==> src/rtl/m72_sdr_pkg.sv <==
// Shared types and constants for the SDRAM port arbiter.
// Requester indices, bus widths and the arbiter state encoding.
package m72_sdr_pkg;

  typedef enum logic [1:0] {
    IDLE,
    WAIT,
    DONE
  } sdr_arb_state_t;

  localparam int SDR_REQ_CPU  = 0;
  localparam int SDR_REQ_SND  = 1;
  localparam int SDR_REQ_LOAD = 2;

  localparam int SDR_AW = 24;
  localparam int SDR_DW = 16;

  function automatic int sdr_next_idx(
    input int idx,
    input int n
  );
    return (idx + 1 >= n) ? 0 : idx + 1;
  endfunction

endpackage

==> src/rtl/sdr_arb_pick.sv <==
// Combinational winner select: first valid requester found when
// scanning upward from the start index, wrapping at N_REQ.
module sdr_arb_pick #(
  parameter int N_REQ = 3,
  parameter int IW    = (N_REQ > 1) ? $clog2(N_REQ) : 1
) (
  input  logic [N_REQ-1:0] valid,
  input  logic [IW-1:0]    start,
  output logic [N_REQ-1:0] grant,
  output logic             any
);

  logic          found;
  logic [IW-1:0] idx;

  always_comb begin
    grant = '0;
    found = 1'b0;
    idx   = '0;
    for (int off = 0; off < N_REQ; off++) begin
      idx = IW'((int'(start) + off) % N_REQ);
      if (valid[idx] && !found) begin
        grant[idx] = 1'b1;
        found      = 1'b1;
      end
    end
  end

  assign any = |valid;

endmodule

==> src/rtl/sdr_port_arbiter.sv <==
// Shares one toggle-handshake SDRAM channel among N_REQ masters.
// Define SDR_ARB_RR_EN for round-robin; otherwise fixed priority.
module sdr_port_arbiter
  import m72_sdr_pkg::*;
#(
  parameter int N_REQ = 3
) (
  input  logic                    CLK_32M,
  input  logic                    reset_n,
  input  logic [N_REQ-1:0]        req_valid,
  input  logic [N_REQ-1:0]        req_we,
  input  logic [2*N_REQ-1:0]      req_sel,
  input  logic [SDR_AW*N_REQ-1:0] req_addr,
  input  logic [SDR_DW*N_REQ-1:0] req_din,
  output logic [N_REQ-1:0]        req_ack,
  output logic [SDR_DW-1:0]       req_dout,
  output logic                    busy,
  output logic [SDR_AW-1:0]       sdr_addr,
  output logic [SDR_DW-1:0]       sdr_din,
  output logic [1:0]              sdr_wr_sel,
  output logic                    sdr_req,
  input  logic                    sdr_ack,
  input  logic [SDR_DW-1:0]       sdr_dout
);

  localparam int IW = (N_REQ > 1) ? $clog2(N_REQ) : 1;

  sdr_arb_state_t state;

  logic [N_REQ-1:0]  gnt;
  logic [N_REQ-1:0]  gnt_q;
  logic              any;
  logic [IW-1:0]     start;
  logic              quiet;
  logic              issue;
  logic [SDR_AW-1:0] m_addr;
  logic [SDR_DW-1:0] m_din;
  logic [1:0]        m_sel;
  logic              m_we;

  assign quiet = (sdr_ack == sdr_req);
  assign issue = (state == IDLE) && quiet && any;

  sdr_arb_pick #(
    .N_REQ (N_REQ),
    .IW    (IW)
  ) u_pick (
    .valid (req_valid),
    .start (start),
    .grant (gnt),
    .any   (any)
  );

  always_comb begin
    m_addr = '0;
    m_din  = '0;
    m_sel  = '0;
    m_we   = 1'b0;
    for (int i = 0; i < N_REQ; i++) begin
      if (gnt[i]) begin
        m_addr = req_addr[i*SDR_AW +: SDR_AW];
        m_din  = req_din[i*SDR_DW +: SDR_DW];
        m_sel  = req_sel[i*2 +: 2];
        m_we   = req_we[i];
      end
    end
  end

`ifdef SDR_ARB_RR_EN
  logic [IW-1:0] rr_ptr;
  logic [IW-1:0] gnt_idx;

  always_comb begin
    gnt_idx = '0;
    for (int i = 0; i < N_REQ; i++) begin
      if (gnt[i]) gnt_idx = IW'(i);
    end
  end

  // rr_ptr holds the next search start, one past the last winner
  always_ff @(posedge CLK_32M or negedge reset_n) begin
    if (!reset_n) begin
      rr_ptr <= '0;
    end else if (issue) begin
      rr_ptr <= IW'(sdr_next_idx(int'(gnt_idx), N_REQ));
    end
  end

  assign start = rr_ptr;
`else
  assign start = '0;
`endif

  always_ff @(posedge CLK_32M or negedge reset_n) begin
    if (!reset_n) begin
      state      <= IDLE;
      gnt_q      <= '0;
      sdr_req    <= 1'b0;
      sdr_wr_sel <= 2'b00;
      sdr_addr   <= '0;
      sdr_din    <= '0;
      req_dout   <= '0;
      req_ack    <= '0;
      busy       <= 1'b0;
    end else begin
      req_ack <= '0;
      unique case (state)
        IDLE: begin
          if (issue) begin
            gnt_q      <= gnt;
            sdr_addr   <= m_addr;
            sdr_din    <= m_din;
            sdr_wr_sel <= m_we ? m_sel : 2'b00;
            sdr_req    <= ~sdr_req;
            busy       <= 1'b1;
            state      <= WAIT;
          end
        end
        WAIT: begin
          if (quiet) begin
            req_dout <= sdr_dout;
            req_ack  <= gnt_q;
            state    <= DONE;
          end
        end
        DONE: begin
          busy  <= 1'b0;
          state <= IDLE;
        end
        default: state <= IDLE;
      endcase
    end
  end

endmodule

==> config.mk <==
export PLATFORM = sky130hd
export DESIGN_NAME = sdr_port_arbiter
export DESIGN_NICKNAME = d
export VERILOG_FILES = /design/src/rtl/m72_sdr_pkg.sv /design/src/rtl/sdr_arb_pick.sv /design/src/rtl/sdr_port_arbiter.sv
export SDC_FILE = /design/constraint.sdc
export NUM_CORES = 1
export LEC_CHECK = 0
export BUFFER_PORTS_ARGS = -buffer_cell sky130_fd_sc_hd__buf_2
export CAP_MARGIN = 10
export CORE_MARGIN = 1.5
export CORE_UTILIZATION = 45
export CTS_BUF_LIST = sky130_fd_sc_hd__clkbuf_4 sky130_fd_sc_hd__clkbuf_8 sky130_fd_sc_hd__clkbuf_16
export DETAILED_ROUTE_END_ITERATION = 12
export PLACE_DENSITY = 0.86
export SLEW_MARGIN = 10
export SYNTH_ARGS = -nofsm -noshare
export SYNTH_HDL_FRONTEND = slang
export SYNTH_SLANG_ARGS = --single-unit
==> constraint.sdc <==
create_clock -name CLK_32M -period 2 [get_ports CLK_32M]
set_input_delay 0.1 -clock CLK_32M [delete_from_list [all_inputs] [get_ports CLK_32M]]
set_output_delay 0.1 -clock CLK_32M [all_outputs]
set_load 0.05 [all_outputs]
# Word-level counts from Yosys, hierarchy flattened
# Index checks and enable logic that the tools add are counted.
[totals]
ff_bits = 68
output_inout_bits = 63
inputBits = 151
word_cells = 53
[classes]
reduce_logical = 13
bitwise_logic = 1
n_eq_ne = 5
muxes = 25
[ops]
columns = ["cell", "n"]
rows = [
  ["$mux 24", 3],
  ["$mux 16", 3],
  ["$mux 2", 7],
  ["$mux 3", 3],
  ["$reduce_and 2->1", 4],
  ["$mux 1", 7],
  ["$logic_and 1x1->1", 4],
  ["$ne 2x2->1 const B", 2],
  ["$pmux 2 s2", 1],
  ["$reduce_or 3->1", 1],
  ["$eq 2x1->1 const B", 1],
  ["$eq 2x2->1 const B", 1],
  ["$logic_not 1->1", 2],
  ["$logic_not 2->1", 1],
  ["$pmux 1 s2", 1],
  ["$reduce_bool 2->1", 1],
  ["$eq 1x1->1", 1],
  ["$not 1->1", 1],
]

# Logic depth before layout (Yosys ltp)
[depth]
word_depth = 11
depth_mapped = 6
mapped_depth_nobuf = 3

# Cells and area by module
# Synthesis repeated with hierarchy kept, for this count alone.
[unflattened]
cells_unflattened = 350
area_unflattened_um2 = 3844.9
[by_module_without_submodules]
columns = ["module", "n_inst", "seq_area_each_um2", "cells_each", "area_per_inst_um2"]
rows = [
  ["sdr_port_arbiter", 1, 1701.6, 313, 3565.9],
  ["sdr_arb_pick", 1, 0.0, 37, 279.0],
]

# Worst setup path after synthesis
# Ideal clock, no wire load.
[synth_path]
kind = "register to register"
start = "register sdr_req"
end = "register gnt_q[0]"
path_stages_with_launch = 6
setup_slack_ns = 0.048
path_buffers = 2
period_less_slack_ns = 1.952
arrival_time_ns = 1.827
cell_sequence = "dfrtp_1 > xor2_1 > or3_4 > buf_6 > buf_6 > mux2_4"
[synth_between]
elab_chain_len = 4
[synth_rtl]
columns = ["element", "line_no", "text"]
rows = [
  ["start, declared", "sdr_port_arbiter.sv:21", "output logic sdr_req,"],
  ["start signal, assigned", "sdr_port_arbiter.sv:114", "sdr_req <= ~sdr_req;"],
  ["$eq 1x1->1", "sdr_port_arbiter.sv:41", "assign quiet = (sdr_ack == sdr_req);"],
  ["$logic_and 1x1->1 (2 in series)", "sdr_port_arbiter.sv:42", "assign issue = (state == IDLE) && quiet && any;"],
  ["$reduce_and 2->1 (no source line)", "n/a", ""],
  ["end signal, assigned", "sdr_port_arbiter.sv:110", "gnt_q <= gnt;"],
  ["end, declared", "sdr_port_arbiter.sv:31", "logic [N_REQ-1:0] gnt_q;"],
]
# No other way between the ends.
# A chain may end at the register's enable or synchronous reset.

# Final worst setup path
[layout_path]
start = "input port sdr_ack"
end = "register sdr_addr[13]"
[layout_between]
elab_chain_len = 4
[layout_rtl]
columns = ["element", "line_no", "text"]
rows = [
  ["start, declared", "sdr_port_arbiter.sv:22", "input logic sdr_ack,"],
  ["$eq 1x1->1", "sdr_port_arbiter.sv:41", ""],
  ["$logic_and 1x1->1 (2 in series)", "sdr_port_arbiter.sv:42", ""],
  ["$reduce_and 2->1 (no source line)", "n/a", ""],
  ["end signal, assigned", "sdr_port_arbiter.sv:111", "sdr_addr <= m_addr;"],
  ["end, declared", "sdr_port_arbiter.sv:18", "output logic [SDR_AW-1:0] sdr_addr,"],
]
# No other way between the ends.

==> flow_summary.toml <==
[detailed_routing]
dr.pass1.iters = 4
via_per_inst = 5.199
via_count = 3504
antenna_left = 0
wl_mm = 10.24
wl_per_cell_um = 15.20
drc_errors = 0
drtIter0Drc = 129

[timing]
tns_ps = 0
hold_viol = 0
finalCritPeriodShare_pct = 96.59
fmax_mhz = 517.7
drv_slew = 0
fin_crit_ps = 1932
skew_ps = 6.106
layout_setup_ws_ps = 68.29
worst_pin_slew_ps = 759.6
setup_violations = 0
max_slew_margin_pct = 49.36

[global_routing]
overflow = 0
grtUsageTotal_pct = 22.80
grt_pass1_vias = 3417
antenna_found_initial = 1
grt_pass1_wl_mm = 15.60
grt_max_degree = 87

[cells_and_area]
area_growth_pct = 40.37
drive_gt1_share_pct = 52.82
design_area_um2 = 5264
finalNetCount = 714

[logic_synthesis]
avgSynthCellArea_um2 = 10.90
syn_nets = 495
syn_inst = 344
ys_warn_count = 0
synth_area_um2 = 3750
synth_cell_types = 22
synth_seq_cells = 68
yosysSeqAreaShare_pct = 45.38

[placed_design]
placed_area_um2 = 4857
hpwl_mm = 7.133
preCtsSetupSlack_ps = -21.77
gp_congestion = 0.7311
port_buffers = 213

[critical_path]
cp.arrival_ps = 2150
crit_fanout = 47
cp.required_ps = 2220
cp-end-kind = "flop"
startpoint_type = "input port"
critPathKind = "in2reg"

[floorplanning]
ios = 214
rows = 33
dieHeight_um = 94.29
dieArea_um2 = 8890
start_util_pct = 46.10
core_area_um2 = 8134
dieWidth_um = 94.29

[clocking]
cts_buffers = 9
cts_buffer_depth = 2
root_buffer = "clkbuf_8"
cts.sinks = 68
h-tree-depth = 3
path_clk_slew_ps = 90
cts_tree = "built"
clock_latency_ps = 340

[power]
pwr-share-comb_pct = 58.5
netSwitchingFraction_pct = 49.35
p_per_area_nw_per_um2 = 1650
leakage_nw = 2.574
p_int_mw = 4.400
power.clock.fraction_pct = 13.4
pwr-share-seq_pct = 28.1
p_sw_mw = 4.286
ir_drop_mv = 0.7185

[worst_hold_path]
hold_path_class = "in2reg"

[run_status]
status = "completed"

[flow_run]
maxCapViolCount = 0
[cells by family (layout without fill, tap and decap cells)]
logic type,after synthesis,after routing,share of synthesized area [%]
compound gates,90,90,12.65
xor+xnor,1,1,0.2336
mux,59,59,20.32
simple gates,95,95,17.38
flops,68,68,45.38
buf+inv,31,255,4.037
other cells,0,1,0
[area by class of cell]
cell class              count  area (um^2)
well taps                 105        131.4
inverters                   1        3.754
repair buffers            238         1299
clock buffers               9        123.9
flip-flops and latches     68         1702
fillers                   655         2870
multi-input cells         245         1921
diodes                      1        2.502
clock inverters             7        81.33
[cells in the mapped netlist, drive strengths merged]
master  instances  share of area, %
a21oi          80                11
dfrtp          68                45
mux2           59                20
nor2b          42               7.0
nand3b         40               8.0
clkbuf         22               2.2
buf             8               1.7
o31ai           5               1.0
a221oi          3              0.70
and2            3              0.50
and3            2              0.33
nand2           2              0.20
nor3b           2              0.40
o21ai           2              0.27
inv             1              0.10
nand3           1              0.13
nor3            1              0.27
or2             1              0.23
or3             1              0.30
xor2            1              0.23
[placed cells by master, fill, tap and decap left out, drive strengths merged, types with 3 or more instances in the layout]
cell,count
clkbuf,9
and2,3
dfrtp,68
inv,4
nor2b,42
dlygate4sd3,18
a221oi,3
buf,220
mux2,59
nand3b,40
o31ai,5
a21oi,80
[power by group through the flow]
stage,sequential [mW],clock (mW),combinational [mW]
detailed placement,2.44,0,5.04
global placement,2.41,0,4.92
finish,2.44,1.16,5.08
floorplan,4.65,0,1.74
CTS,2.43,1.20,5.08
global route,2.51,1.27,5.30
[timing repair]
item	in CTS	in global routing
pin swaps	1	1
setup buffers	0	0
gates resized for setup	1	1
endpoints found under the hold margin	44	0
hold buffers	18	0
setup endpoints to repair	17	17
[metal layers]
| metal | vias up | GRT usage (%) | share of wire, % | routed length (um) |
|---|---|---|---|---|
| met3 | 15 | 5.259 | 6.3 | 644 |
| met2 | 141 | 40.89 | 52 | 5277 |
| met1 | 1689 | 25.85 | 41 | 4158 |
| li1 | 1659 | - | - | - |
| met5 | - | 0 | 0 | 0 |
| met4 | 0 | 9.328 | 1.6 | 163 |
[registers in the layout (all words and copies together), names as in the netlist]
name / count
sdr_din: 16
req_dout: 16
sdr_req: 1
sdr_addr: 24
sdr_wr_sel: 2
gnt_q: 3
busy: 1
state: 2
req_ack: 3
[metrics by stage]
step | cells | utilization (%) | power, mW | hold WS, ps
6_report | 674 | 64.71 | 8.686 | 112.8
5_1_grt | 673 | 64.68 | 9.080 | 134.1
4_1_cts | 673 | 64.54 | 8.707 | 100.2
3_5_place_dp | 639 | 59.71 | 7.482 | 158.7
3_3_place_gp | 639 | 59.71 | 7.332 | 144.7
2_1_floorplan | 344 | - | 6.393 | -195.6
[worst max-delay path: stages]
cell	delay (ps)
dlygate4sd3_1	550
buf_2	170
xor2_4	240
or3_4	670
mux2_2	420
[path summary, 6_finish.rpt]
kind / start / endpoint / slack (ps) / cells past startpoint
min in group asynchronous: reset_n / sdr_din[1] / 300 / 2
max in group asynchronous: reset_n / sdr_addr[22] / 930 / 3
setup / recovery: sdr_ack / sdr_addr[13] / 70 / 5
setup reg to reg: state[0] / sdr_addr[22] / 70 / 3
hold / removal: req_sel[5] / sdr_wr_sel[1] / 110 / 3
hold reg to reg: gnt_q[2] / req_ack[2] / 500 / 1
Power figures use the tool's default switching activity.
